**src/rtl/pri_encoder_pkg.sv**
```systemverilog
// Shared definitions for the registered priority encoder.
package pri_encoder_pkg;

    // Arbitration mode selected by the mode input
    typedef enum logic {
        MODE_FIXED = 1'b0,
        MODE_RR    = 1'b1
    } mode_e;

    // Ceiling log2 for index widths; callers guarantee v >= 2
    function automatic int clog2_f(input int unsigned v);
        int unsigned r;
        r = 0;
        while ((32'd1 << r) < v) r++;
        return int'(r);
    endfunction

endpackage

```
**src/rtl/pri_find_n.sv**
```systemverilog
// Combinational search for the highest set bit at or below a start index,
// wrapping from bit 0 to bit N-1.
module pri_find_n
    import pri_encoder_pkg::*;
#(
    parameter  int N = 8,
    localparam int W = clog2_f(N)
) (
    input  logic [N-1:0] vec,
    input  logic [W-1:0] start,
    output logic [W-1:0] idx,
    output logic         found
);

    logic [W-1:0] w_pos;

    // Walk start, start-1, ... 0, N-1, ... start+1; first set bit wins
    always_comb begin
        idx   = '0;
        found = 1'b0;
        w_pos = '0;
        for (int unsigned k = 0; k < N; k++) begin
            if (start >= W'(k)) w_pos = start - W'(k);
            else                w_pos = start + W'(N - k);
            if (!found && vec[w_pos]) begin
                found = 1'b1;
                idx   = w_pos;
            end
        end
    end

endmodule

```
**src/rtl/pri_encoder_q.sv**
```systemverilog
// Registered N-line priority encoder with pending capture, per-line mask,
// fixed or round-robin selection, and a valid/ready index output.
module pri_encoder_q
    import pri_encoder_pkg::*;
#(
    parameter  int N = 8,
    localparam int W = clog2_f(N)
) (
    input  logic         clk,
    input  logic         rst_n,
    input  logic [N-1:0] req,
    input  logic [N-1:0] mask,
    input  logic         mode,
    output logic [W-1:0] out_idx,
    output logic         out_valid,
    input  logic         out_ready,
    output logic [N-1:0] pending,
    output logic         none
);

    logic [N-1:0] r_pend;
    logic         r_valid;
    logic [W-1:0] r_idx;
    logic [W-1:0] r_rr_ptr;
    logic         r_none;

    logic         w_acc;
    logic [N-1:0] w_clr;
    logic [N-1:0] w_pend_next;
    logic [N-1:0] w_cand;
    logic [W-1:0] w_start;
    logic [W-1:0] w_sel;
    logic         w_found;
    logic         w_load;

    // Accept, clear vector, next pending and the candidate set for this load.
    // New requests are kept out of the candidates so they wait one cycle.
    always_comb begin
        w_acc = r_valid & out_ready;
        w_clr = '0;
        if (w_acc) w_clr[r_idx] = 1'b1;
        w_pend_next = (r_pend & ~w_clr) | req;
        w_cand      = r_pend & ~w_clr & mask;
        w_load      = ~r_valid | w_acc;
        if (mode_e'(mode) == MODE_RR)
            w_start = (r_rr_ptr == '0) ? W'(N - 1) : r_rr_ptr - W'(1);
        else
            w_start = W'(N - 1);
    end

    pri_find_n #(.N(N)) u_find (
        .vec   (w_cand),
        .start (w_start),
        .idx   (w_sel),
        .found (w_found)
    );

    // Pending register, empty flag and round-robin pointer
    always_ff @(posedge clk) begin
        if (!rst_n) begin
            r_pend   <= '0;
            r_none   <= 1'b1;
            r_rr_ptr <= '0;
        end else begin
            r_pend <= w_pend_next;
            r_none <= ~|(w_pend_next & mask);
            if (w_acc) r_rr_ptr <= r_idx;
        end
    end

    // Output holding register: reloads only when empty or just accepted
    always_ff @(posedge clk) begin
        if (!rst_n) begin
            r_valid <= 1'b0;
            r_idx   <= '0;
        end else if (w_load) begin
            r_valid <= w_found;
            if (w_found) r_idx <= w_sel;
        end
    end

    assign out_idx   = r_idx;
    assign out_valid = r_valid;
    assign pending   = r_pend;
    assign none      = r_none;

endmodule

```
**config.mk**
```make
export PLATFORM = sky130hd
export DESIGN_NAME = pri_encoder_q
export DESIGN_NICKNAME = d
export VERILOG_FILES = /design/src/rtl/pri_encoder_pkg.sv /design/src/rtl/pri_find_n.sv /design/src/rtl/pri_encoder_q.sv
export SDC_FILE = /design/constraint.sdc
export NUM_CORES = 1
export LEC_CHECK = 0
export BUFFER_PORTS_ARGS = -buffer_cell sky130_fd_sc_hd__buf_2
export CAP_MARGIN = 20
export CORE_MARGIN = 2
export CORE_UTILIZATION = 55
export CTS_BUF_LIST = sky130_fd_sc_hd__clkbuf_4
export DETAILED_ROUTE_END_ITERATION = 6
export PLACE_DENSITY = 0.79
export SLEW_MARGIN = 10
export SYNTH_ARGS = -nofsm -noshare
export SYNTH_HDL_FRONTEND = slang
export SYNTH_SLANG_ARGS = --single-unit
```
**constraint.sdc**
```tcl
create_clock -name clk -period 4.4 [get_ports clk]
set_input_delay 0.44 -clock clk [delete_from_list [all_inputs] [get_ports clk]]
set_output_delay 0.44 -clock clk [all_outputs]
set_load 0.005 [all_outputs]
```
Yosys cells after proc, flatten, opt, wreduce, memory -nomap -nowiden
Index checks and enable logic that the tools add are counted.

Bits in registers: 16. Memory bits (writable): 0. Latch bits: 0. Word-level logic and storage cells: 108. Memory bits (read-only): 0. Bits of input ports: 20. Output and inout bits: 13. Memories: 0.

Bitwise logic cells: 8. Mux-type cells: 44. Reductions and logical operators: 19. Shifts and indexed selects: 0. Magnitude comparators: 17. Add/subtract/negate cells: 15. Div/mod/pow operators: 0. Multipliers: 0. Equality and inequality tests: 0.

Operators with widths (number): 3-bit 2-to-1 mux (17); 3-bit by 4-bit less-than comparator with 1-bit output (second input constant) (9); 8-bit bitwise AND (3); 1-bit binary-select mux with 3-bit select (8); 1-bit 2-to-1 mux (17); 3-bit adder (second input constant) (4); 3-bit >= comparator (second input constant) (4); 3-bit subtractor (second input constant) (4); 1-bit logical AND (8); 1-bit zero test (8); 8-bit 2-to-1 mux (1); 8-bit NOT (1); 8-bit OR (1); 8-bit OR reduction (1); 3-bit by 2-bit adder with 3-bit output (second input constant) (2); 3-bit by 1-bit >= comparator with 1-bit output (second input constant) (2); 3-bit by 2-bit >= comparator with 1-bit output (second input constant) (2); 3-bit by 1-bit subtractor with 3-bit output (second input constant) (2); 3-bit by 2-bit subtractor with 3-bit output (second input constant) (2); 3-bit by 1-bit adder with 3-bit output (second input constant) (1); 1-bit demux with 3-bit select (1); 3-bit zero test (1); 2-bit AND reduction (1); 1-bit bitwise AND (1); other kinds (2) (2).

Logic depth before layout (Yosys ltp)
Gate-level depths: netlist of the first run.

Depth after elaboration: 33. Depth in mapped cells: 12. Gate-level depth less buffers: 12.

Hierarchy
From an unflattened synthesis of the first run, not the netlist that was laid out.

Cells, all modules: 193. Area, all modules: 1843.0 um2.

By module, submodules not included: pri_find_n (instances 1, sequential area each 0.0 um2, area an instance 1008.5 um2, cells each 104); pri_encoder_q (instances 1, sequential area each 320.3 um2, area an instance 834.6 um2, cells each 89).

Least setup slack after synthesis of the first run
Ideal clock, no wire load.

Kind: flip-flop to flip-flop. Start point: reg r_rr_ptr[0]. End point: reg r_idx[1] (netlist: out_idx[1]). Library setup time: 81 ps. Path buffers: 0. Required time: 4319 ps. Clock period less this slack: 3135 ps. Slack: 1265 ps. Stages on the path, launching flop included: 13. Arrival time: 3054 ps. Path through: dfxtp_1 inv_1 ha_1 nand2_1 inv_2 ha_1 xnor2_1 mux4_2 mux2i_1 nor3_4 a41oi_1 o221ai_1 a41oi_1.

Word-level cells in the longest chain between the ends: 28. Elaborated cells on any way between the ends: 79. Classes of those cells: 15 x add/sub; 7 x order compare; 41 x mux; 16 x reduce/logical.

RTL lines: start: declaration (line pri_encoder_q.sv:24) `logic [W-1:0] r_rr_ptr;`; start signal: assignment (line pri_encoder_q.sv:67) `if (w_acc) r_rr_ptr <= r_idx;`; 3-bit by 1-bit subtractor with 3-bit output or 3-bit zero test (tied branches) (line pri_encoder_q.sv:46) `w_start = (r_rr_ptr == '0) ? W'(N - 1) : r_rr_ptr - W'(1);`; 3-bit 2-to-1 mux * (line pri_encoder_q.sv:46); 3-bit 2-to-1 mux * (line pri_encoder_q.sv:45) `if (mode_e'(mode) == MODE_RR)`; 3-bit adder (tied with other cells) (line pri_find_n.sv:24) `else w_pos = start + W'(N - k);`; 3-bit 2-to-1 mux or 1-bit 2-to-1 mux (tied branches) (line pri_find_n.sv:23, pri_find_n.sv:25); 1-bit binary-select mux with 3-bit select or 1-bit 2-to-1 mux (tied branches) (line pri_find_n.sv:25) `if (!found && vec[w_pos]) begin`; 1-bit 2-to-1 mux (implied by the code) or 1-bit zero test (tied branches) (line pri_find_n.sv:25); 1-bit logical AND (line pri_find_n.sv:25); [12 not listed]; 1-bit 2-to-1 mux (line pri_find_n.sv:25); 1-bit zero test (line pri_find_n.sv:25); 1-bit logical AND (line pri_find_n.sv:25); 1-bit 2-to-1 mux (line pri_find_n.sv:25); 1-bit zero test (line pri_find_n.sv:25); 1-bit logical AND (line pri_find_n.sv:25); 1-bit 2-to-1 mux (line pri_find_n.sv:25); 2-bit AND reduction (no line); end signal: assignment (line pri_encoder_q.sv:78) `if (w_found) r_idx <= w_sel;`; end: declaration (line pri_encoder_q.sv:23) `logic [W-1:0] r_idx;`.

Every way passes the cells marked *; elsewhere a longest branch is shown, timed or not. The select of a mux whose other input is x is not followed. A chain may end at the register's enable or synchronous reset.

Worst setup path after layout of the first run
Ends and elaborated chain as after synthesis.

==> results of run 1 <==
## cells in the mapped netlist, drive strengths merged, types with 5 or more instances
cell type   n
nor2       24
dfxtp      16
mux2i      15
mux4       14
nand2      13
o21ai      12
inv        11
a21oi       8
and2        8
nand2b      8
mux2        6
o211ai      6
buf         5
ha          5
nand3       5
## per-stage QoR
| step | cells | total power [mW] | utilization | setup slack [ns] | hold slack [ns] |
|---|---|---|---|---|---|
| after floorplan | 201 | 0.422 | - | 1.26 | 0.436 |
| after global placement | 273 | 0.493 | 0.628 | 1.01 | 0.450 |
| after detailed placement | 273 | 0.496 | 0.628 | 0.858 | 0.455 |
| after CTS | 276 | 0.576 | 0.635 | 0.830 | 0.360 |
| after global routing | 276 | 0.617 | 0.635 | 0.568 | 0.394 |
| final | 276 | 0.581 | 0.635 | 0.791 | 0.360 |
## how the worst max path moves through the flow
| stage | startpoint | endpoint | slack (ns) | cells after the start |
|---|---|---|---|---|
| 4_1_cts | r_rr_ptr[0] | out_idx[1] | 0.83 | 12 |
| 2_1_floorplan | r_rr_ptr[0] | out_idx[1] | 1.26 | 12 |
| 6_report | r_rr_ptr[0] | out_idx[1] | 0.79 | 12 |
| 3_3_place_gp | r_rr_ptr[0] | out_idx[1] | 1.01 | 12 |
| 5_1_grt | r_rr_ptr[0] | out_idx[1] | 0.57 | 12 |
| 3_5_place_dp | r_rr_ptr[0] | out_idx[1] | 0.86 | 12 |
## cell usage in the layout (no fill, tap or decap), types with 2 or more instances in the layout
master and n:
nand2_1 12, nand3_1 4, and3_1 2, o221ai_1 2, mux4_2 8, buf_2 32
and2_1 8, a21o_1 3, o32ai_1 2, a221o_1 2, o311ai_4 2, o21ai_0 8
a41oi_1 3, mux2i_1 14, ha_1 5, o211ai_2 6, inv_2 3, o21ai_1 4
inv_1 8, mux2_2 3, clkbuf_4 3, mux4_1 6, dfxtp_1 16, nor2_1 24
mux2_1 3, nand2b_1 7, xnor2_1 3, a21oi_1 8
## kinds of logic after synthesis
family          share of synthesized area
compound gates                      0.232
xor+xnor                           0.0139
fa+ha+maj                          0.0330
buf+inv                            0.0416
flops                               0.169
mux                                 0.300
simple gates                        0.211
## sequential cells by signal (all words and copies together) (netlist names)
name	count
none	1
out_idx	3
out_valid	1
pending	8
r_rr_ptr	3
## layer usage
metal	share of wire	up-vias	track usage	wire length, µm
met1	0.46	884	0.372	2240
met3	0.056	9	0.0324	276
met4	0.0099	0	0.0361	49
met5	0	-	0	0
li1	-	841	-	-
met2	0.48	78	0.433	2360
## worst max-delay path, cell delays in order, from the launching register on
cell and delay, ns:
dfxtp_1 0.37, inv_1 0.06, ha_1 0.28, nand2_1 0.36, inv_2 0.20, ha_1 0.28
xnor2_1 0.42, mux4_2 0.39, mux2i_1 0.39, nor3_4 0.07, a41oi_1 0.38, o221ai_1 0.15
a41oi_1 0.17
## power by group through the flow
stage	Clock [mW]	Sequential, mW	Combinational, mW
after floorplan	0	0.185	0.237
after global placement	0	0.206	0.288
after detailed placement	0	0.206	0.290
after CTS	0.0808	0.203	0.292
final	0.0814	0.203	0.297
after global routing	0.0876	0.207	0.322
## layout make-up
cell class | count | area share
inverters | 12 | 0.0214
flip-flops and latches | 16 | 0.152
well taps | 46 | 0.0274
clock buffers | 3 | 0.0107
multi-input cells | 167 | 0.712
repair buffers | 32 | 0.0762
==> impl_metrics.py, run 1 <==
metrics = {
    "logic_synthesis": {
        "synth_top_area_share": 0.169,
        "ys_seq_area_frac": 0.169,
        "yosys_warnings": 0,
        "ys.flop_type": "dfxtp_1",
        "async_flop_share": 0,
        "yosys.area.top_type": "dfxtp_1",
        "synth.avg_cell_area_um2": 9.43,
        "syn_nets": 226,
        "synthCells": 201,
        "synth_edf_count": 0,
        "synth_seq_cells": 16,
        "ys_types": 58,
        "syn-cell-area_um2": 1900,
        "synthTopCellsByArea": "dfxtp_1, mux4_2, mux4_1, mux2i_1, nor2_1",
    },
    "placed_design": {
        "gp_congestion": 0.983,
        "hpwl_um": 3680,
        "io_buffers": 32,
        "dpl_cell_area_um2": 2080,
    },
    "clock_tree": {
        "cts_inserted_buffers": 3,
        "clk_path_buf_depth": 2,
        "clk_pin_slew_ns": 0.10,
        "cts_resized": 0,
        "holdBufCountCts": 0,
        "cts.htree.levels": 1,
        "insertion_delay_ns": 0.29,
        "cts_tree": "built",
        "cts_sinks": 16,
        "clock-root-buffer": "clkbuf_4",
        "post_cts_buffers": 0,
    },
    "layout": {
        "fillers": 304,
        "area_delta_synth_final_pct": 10.9,
        "drive_above_1_share": 0.287,
        "seqCellArea_um2": 320,
        "design_area_um2": 2100,
        "n_antenna_cell": 0,
        "multi_input_area_um2": 1500,
        "layout.nets": 257,
    },
    "drt": {
        "dr_total_vias": 1812,
        "drt_wl_total_um": 4930,
        "ant_nets": 0,
        "wl_per_cell_um": 17.9,
        "post-route-drc-count": 0,
        "via_per_inst": 6.57,
        "dr.pass1.iters": 5,
        "drt_iter0_drc": 185,
    },
    "setup_path": {
        "rr_startpoint": "r_rr_ptr[0]",
        "timing_worst_setup_path_type": "reg -> reg",
        "cp-start-kind": "register",
        "regToRegEndpoint": "out_idx[1]",
        "crit_arrival_ns": 3.83,
        "r2r_setup_slack_ns": 0.79,
        "reg2reg_depth": 12,
        "endpoint_kind": "register",
        "critPathRequiredTime_ns": 4.62,
        "cp_max_fo": 9,
    },
    "grt": {
        "grt_usage": 0.260,
        "grt_pass1_wl_um": 8280,
        "antenna_found_initial": 0,
        "grt_remaining_overflow": 0,
        "grt_max_degree": 17,
        "grt_pass1_vias": 1719,
    },
    "floorplanning": {
        "die_w_um": 62.7,
        "coreArea_um2": 3310,
        "die_height_um": 62.7,
        "rows": 21,
        "floorplan.initialDensity": 0.573,
        "num_io_pins": 33,
        "die-area_um2": 3930,
    },
    "power": {
        "pwr-share-seq": 0.350,
        "p_switching_mw": 0.254,
        "pwr-share-clk": 0.140,
        "combPwrFrac": 0.510,
        "swShare": 0.436,
        "power.internal_mw": 0.328,
        "p_leak_nw": 0.850,
        "peakVddDrop_mv": 0.149,
        "power.density_nw_per_um2": 277,
    },
    "run": {
        "cap_violations": 0,
    },
    "timing": {
        "fin_skew_ns": 0.000626,
        "fmax_mhz": 277,
        "rsz0062_at_grt": "no",
        "maxSlewHeadroom": 0.645,
        "maxSlewViolCount": 0,
        "setup_violations": 0,
        "min_period_ns": 3.61,
        "setup_tns_ns": 0,
        "timing.final.crit_share": 0.820,
        "tightest_slew_ns": 0.528,
        "final_hold_viol_count": 0,
    },
    "status": {
        "status": "finished, final reports clean",
    },
    "hold_path": {
        "holdPathStages": 3,
        "hold_path_end": "pending[2]",
        "min_path_type": "in -> reg",
        "min_from": "req[2]",
    },
}
Power figures use the tool's default switching activity.
==> run 2, diff against run 1 <==
Clock period 4.4 ns to 3.6 ns, I/O delays scaled along.
==> impl_metrics.py, run 2 (same netlist as run 1, synthesis figures left out) <==
metrics = {
    "drt": {
        "dr_total_vias": 1805,
        "post-route-drc-count": 0,
        "drt_wl_total_um": 4850,
        "dr.pass1.iters": 4,
        "drt_iter0_drc": 135,
        "wl_per_cell_um": 17.2,
        "via_per_inst": 6.40,
        "ant_nets": 0,
    },
    "layout": {
        "area_delta_synth_final_pct": 13.1,
        "drive_above_1_share": 0.301,
        "n_antenna_cell": 0,
        "layout_commonest_cell": "buf_2",
        "most-common-layout-cells": "buf_2, nor2_1, dfxtp_1",
        "largest_reg_flops": 8,
        "layout.nets": 262,
        "final_util": 0.647,
        "layoutNonFillerInstCount": 282,
        "fillers": 291,
    },
    "clock_tree": {
        "holdBufCountCts": 0,
        "clock-root-buffer": "clkbuf_4",
        "post_cts_buffers": 0,
        "cts_sinks": 16,
        "cts.htree.levels": 1,
        "clk_pin_slew_ns": 0.10,
        "insertion_delay_ns": 0.30,
        "cts_inserted_buffers": 3,
        "cts_tree": "built",
        "clk_path_buf_depth": 2,
        "cts_resized": 0,
    },
    "floorplanning": {
        "rows": 21,
        "coreArea_um2": 3310,
        "die_w_um": 62.7,
        "num_io_pins": 33,
        "floorplan.initialDensity": 0.573,
        "die-area_um2": 3930,
        "die_height_um": 62.7,
    },
    "power": {
        "peakVddDrop_mv": 0.169,
        "power.density_nw_per_um2": 335,
        "combPwrFrac": 0.511,
        "swShare": 0.431,
        "p_switching_mw": 0.310,
        "p_leak_nw": 0.875,
        "pwr-share-seq": 0.344,
        "pwr-share-clk": 0.145,
        "power.internal_mw": 0.408,
        "p_total_mw": 0.717,
    },
    "setup_path": {
        "r2r_setup_slack_ns": 0.35,
        "path_depth": 12,
        "regToRegEndpoint": "out_idx[1]",
        "slowest_delay_ns": 0.39,
        "critPathTopFamily": "multiplexers",
        "endpoint": "out_idx[1]",
        "critPathRequiredTime_ns": 3.83,
        "slowest_stage": "mux4_2",
        "crit_arrival_ns": 3.48,
        "worst-path-buf-inv": 2,
        "cp_max_fo": 7,
        "reg2reg_depth": 12,
        "timing_worst_setup_path_type": "reg -> reg",
        "rr_startpoint": "r_rr_ptr[0]",
        "path_cells": "inv_1 -> ha_1 -> ha_1 -> nand2_1 -> inv_2 -> xnor2_1 -> mux4_2 -> mux2i_1 -> nor3_4 -> a41oi_1 -> o221ai_1 -> a41oi_1",
        "startpoint": "r_rr_ptr[0]",
        "endpoint_kind": "register",
        "cp-start-kind": "register",
    },
    "grt": {
        "grt_pass1_vias": 1715,
        "antenna_found_initial": 0,
        "grt_max_degree": 16,
        "grt_pass1_wl_um": 8250,
        "grt_usage": 0.263,
        "grt_remaining_overflow": 0,
    },
    "timing": {
        "maxSlewViolCount": 0,
        "setup_violations": 0,
        "rsz0062_at_grt": "no",
        "setup_tns_ns": 0,
        "fmax_mhz": 308,
        "min_period_ns": 3.25,
        "timing.final.crit_share": 0.903,
        "maxSlewHeadroom": 0.665,
        "tightest_slew_ns": 0.501,
        "final_hold_viol_count": 0,
        "fin_skew_ns": 0.00611,
    },
    "placed_design": {
        "dpl.cell_count": 278,
        "gp_congestion": 1.01,
        "hpwl_um": 3700,
        "io_buffers": 32,
    },
    "run": {
        "cap_violations": 0,
    },
    "hold_path": {
        "min_path_type": "in -> reg",
    },
    "status": {
        "status": "finished, final reports clean",
    },
}
[run 2: cell count changes in the layout (fill, tap and decap cells not counted)]
cell / previous run / this run
clkinv_1: 1 / 2
buf_4: 0 / 5
[run 2: layout make-up]
cell class / count / area [µm²] / share of cell area
repair buffers: 37 / 198 / 0.0922
well taps: 46 / 57.6 / 0.0269
flip-flops and latches: 16 / 320 / 0.149
clock buffers: 3 / 22.5 / 0.0105
multi-input cells: 167 / 1500 / 0.698
clock inverters: 1 / 3.75 / 0.00175
inverters: 12 / 45.0 / 0.0210
[run 2: worst min path at each step]
stage / start / endpoint / slack, ns / depth (start not counted)
final: req[2] / pending[2] / 0.28 / 3
after global routing: req[7] / pending[7] / 0.33 / 3
after CTS: req[2] / pending[2] / 0.28 / 3
after detailed placement: r_rr_ptr[1] / r_rr_ptr[1] / 0.45 / 2
after global placement: r_rr_ptr[1] / r_rr_ptr[1] / 0.44 / 2
after floorplan: r_rr_ptr[1] / r_rr_ptr[1] / 0.44 / 2
[run 2: metal layers]
| layer | vias up | global-route usage | wire, µm |
|---|---|---|---|
| li1 | 849 | - | - |
| met1 | 876 | 0.356 | 2110 |
| met2 | 76 | 0.440 | 2370 |
| met3 | 4 | 0.0486 | 340 |
| met4 | 0 | 0.0528 | 28 |
| met5 | - | 0 | 0 |
[run 2: worst reg2reg max path: stages, from the launching register on]
cell	delay [ns]
dfxtp_1	0.38
inv_1	0.06
ha_1	0.19
ha_1	0.26
nand2_1	0.22
inv_2	0.13
xnor2_1	0.37
mux4_2	0.39
mux2i_1	0.38
nor3_4	0.08
a41oi_1	0.38
o221ai_1	0.16
a41oi_1	0.19
[run 2: through the flow]
| step | instance area, µm² | hold slack (ns) | setup slack [ns] |
|---|---|---|---|
| 2_1_floorplan | 1900 | 0.436 | 0.465 |
| 6_report | 2140 | 0.279 | 0.349 |
| 3_5_place_dp | 2120 | 0.451 | 0.381 |
| 4_1_cts | 2140 | 0.276 | 0.352 |
| 5_1_grt | 2140 | 0.330 | 0.0112 |
| 3_3_place_gp | 2120 | 0.444 | 0.541 |
[run 2: power by group through the flow]
| stage | clock network (mW) | registers, mW | logic (mW) |
|---|---|---|---|
| floorplan | 0 | 0.226 | 0.289 |
| global placement | 0 | 0.250 | 0.357 |
| detailed placement | 0 | 0.250 | 0.361 |
| CTS | 0.105 | 0.246 | 0.362 |
| global route | 0.111 | 0.252 | 0.401 |
| finish | 0.104 | 0.247 | 0.367 |
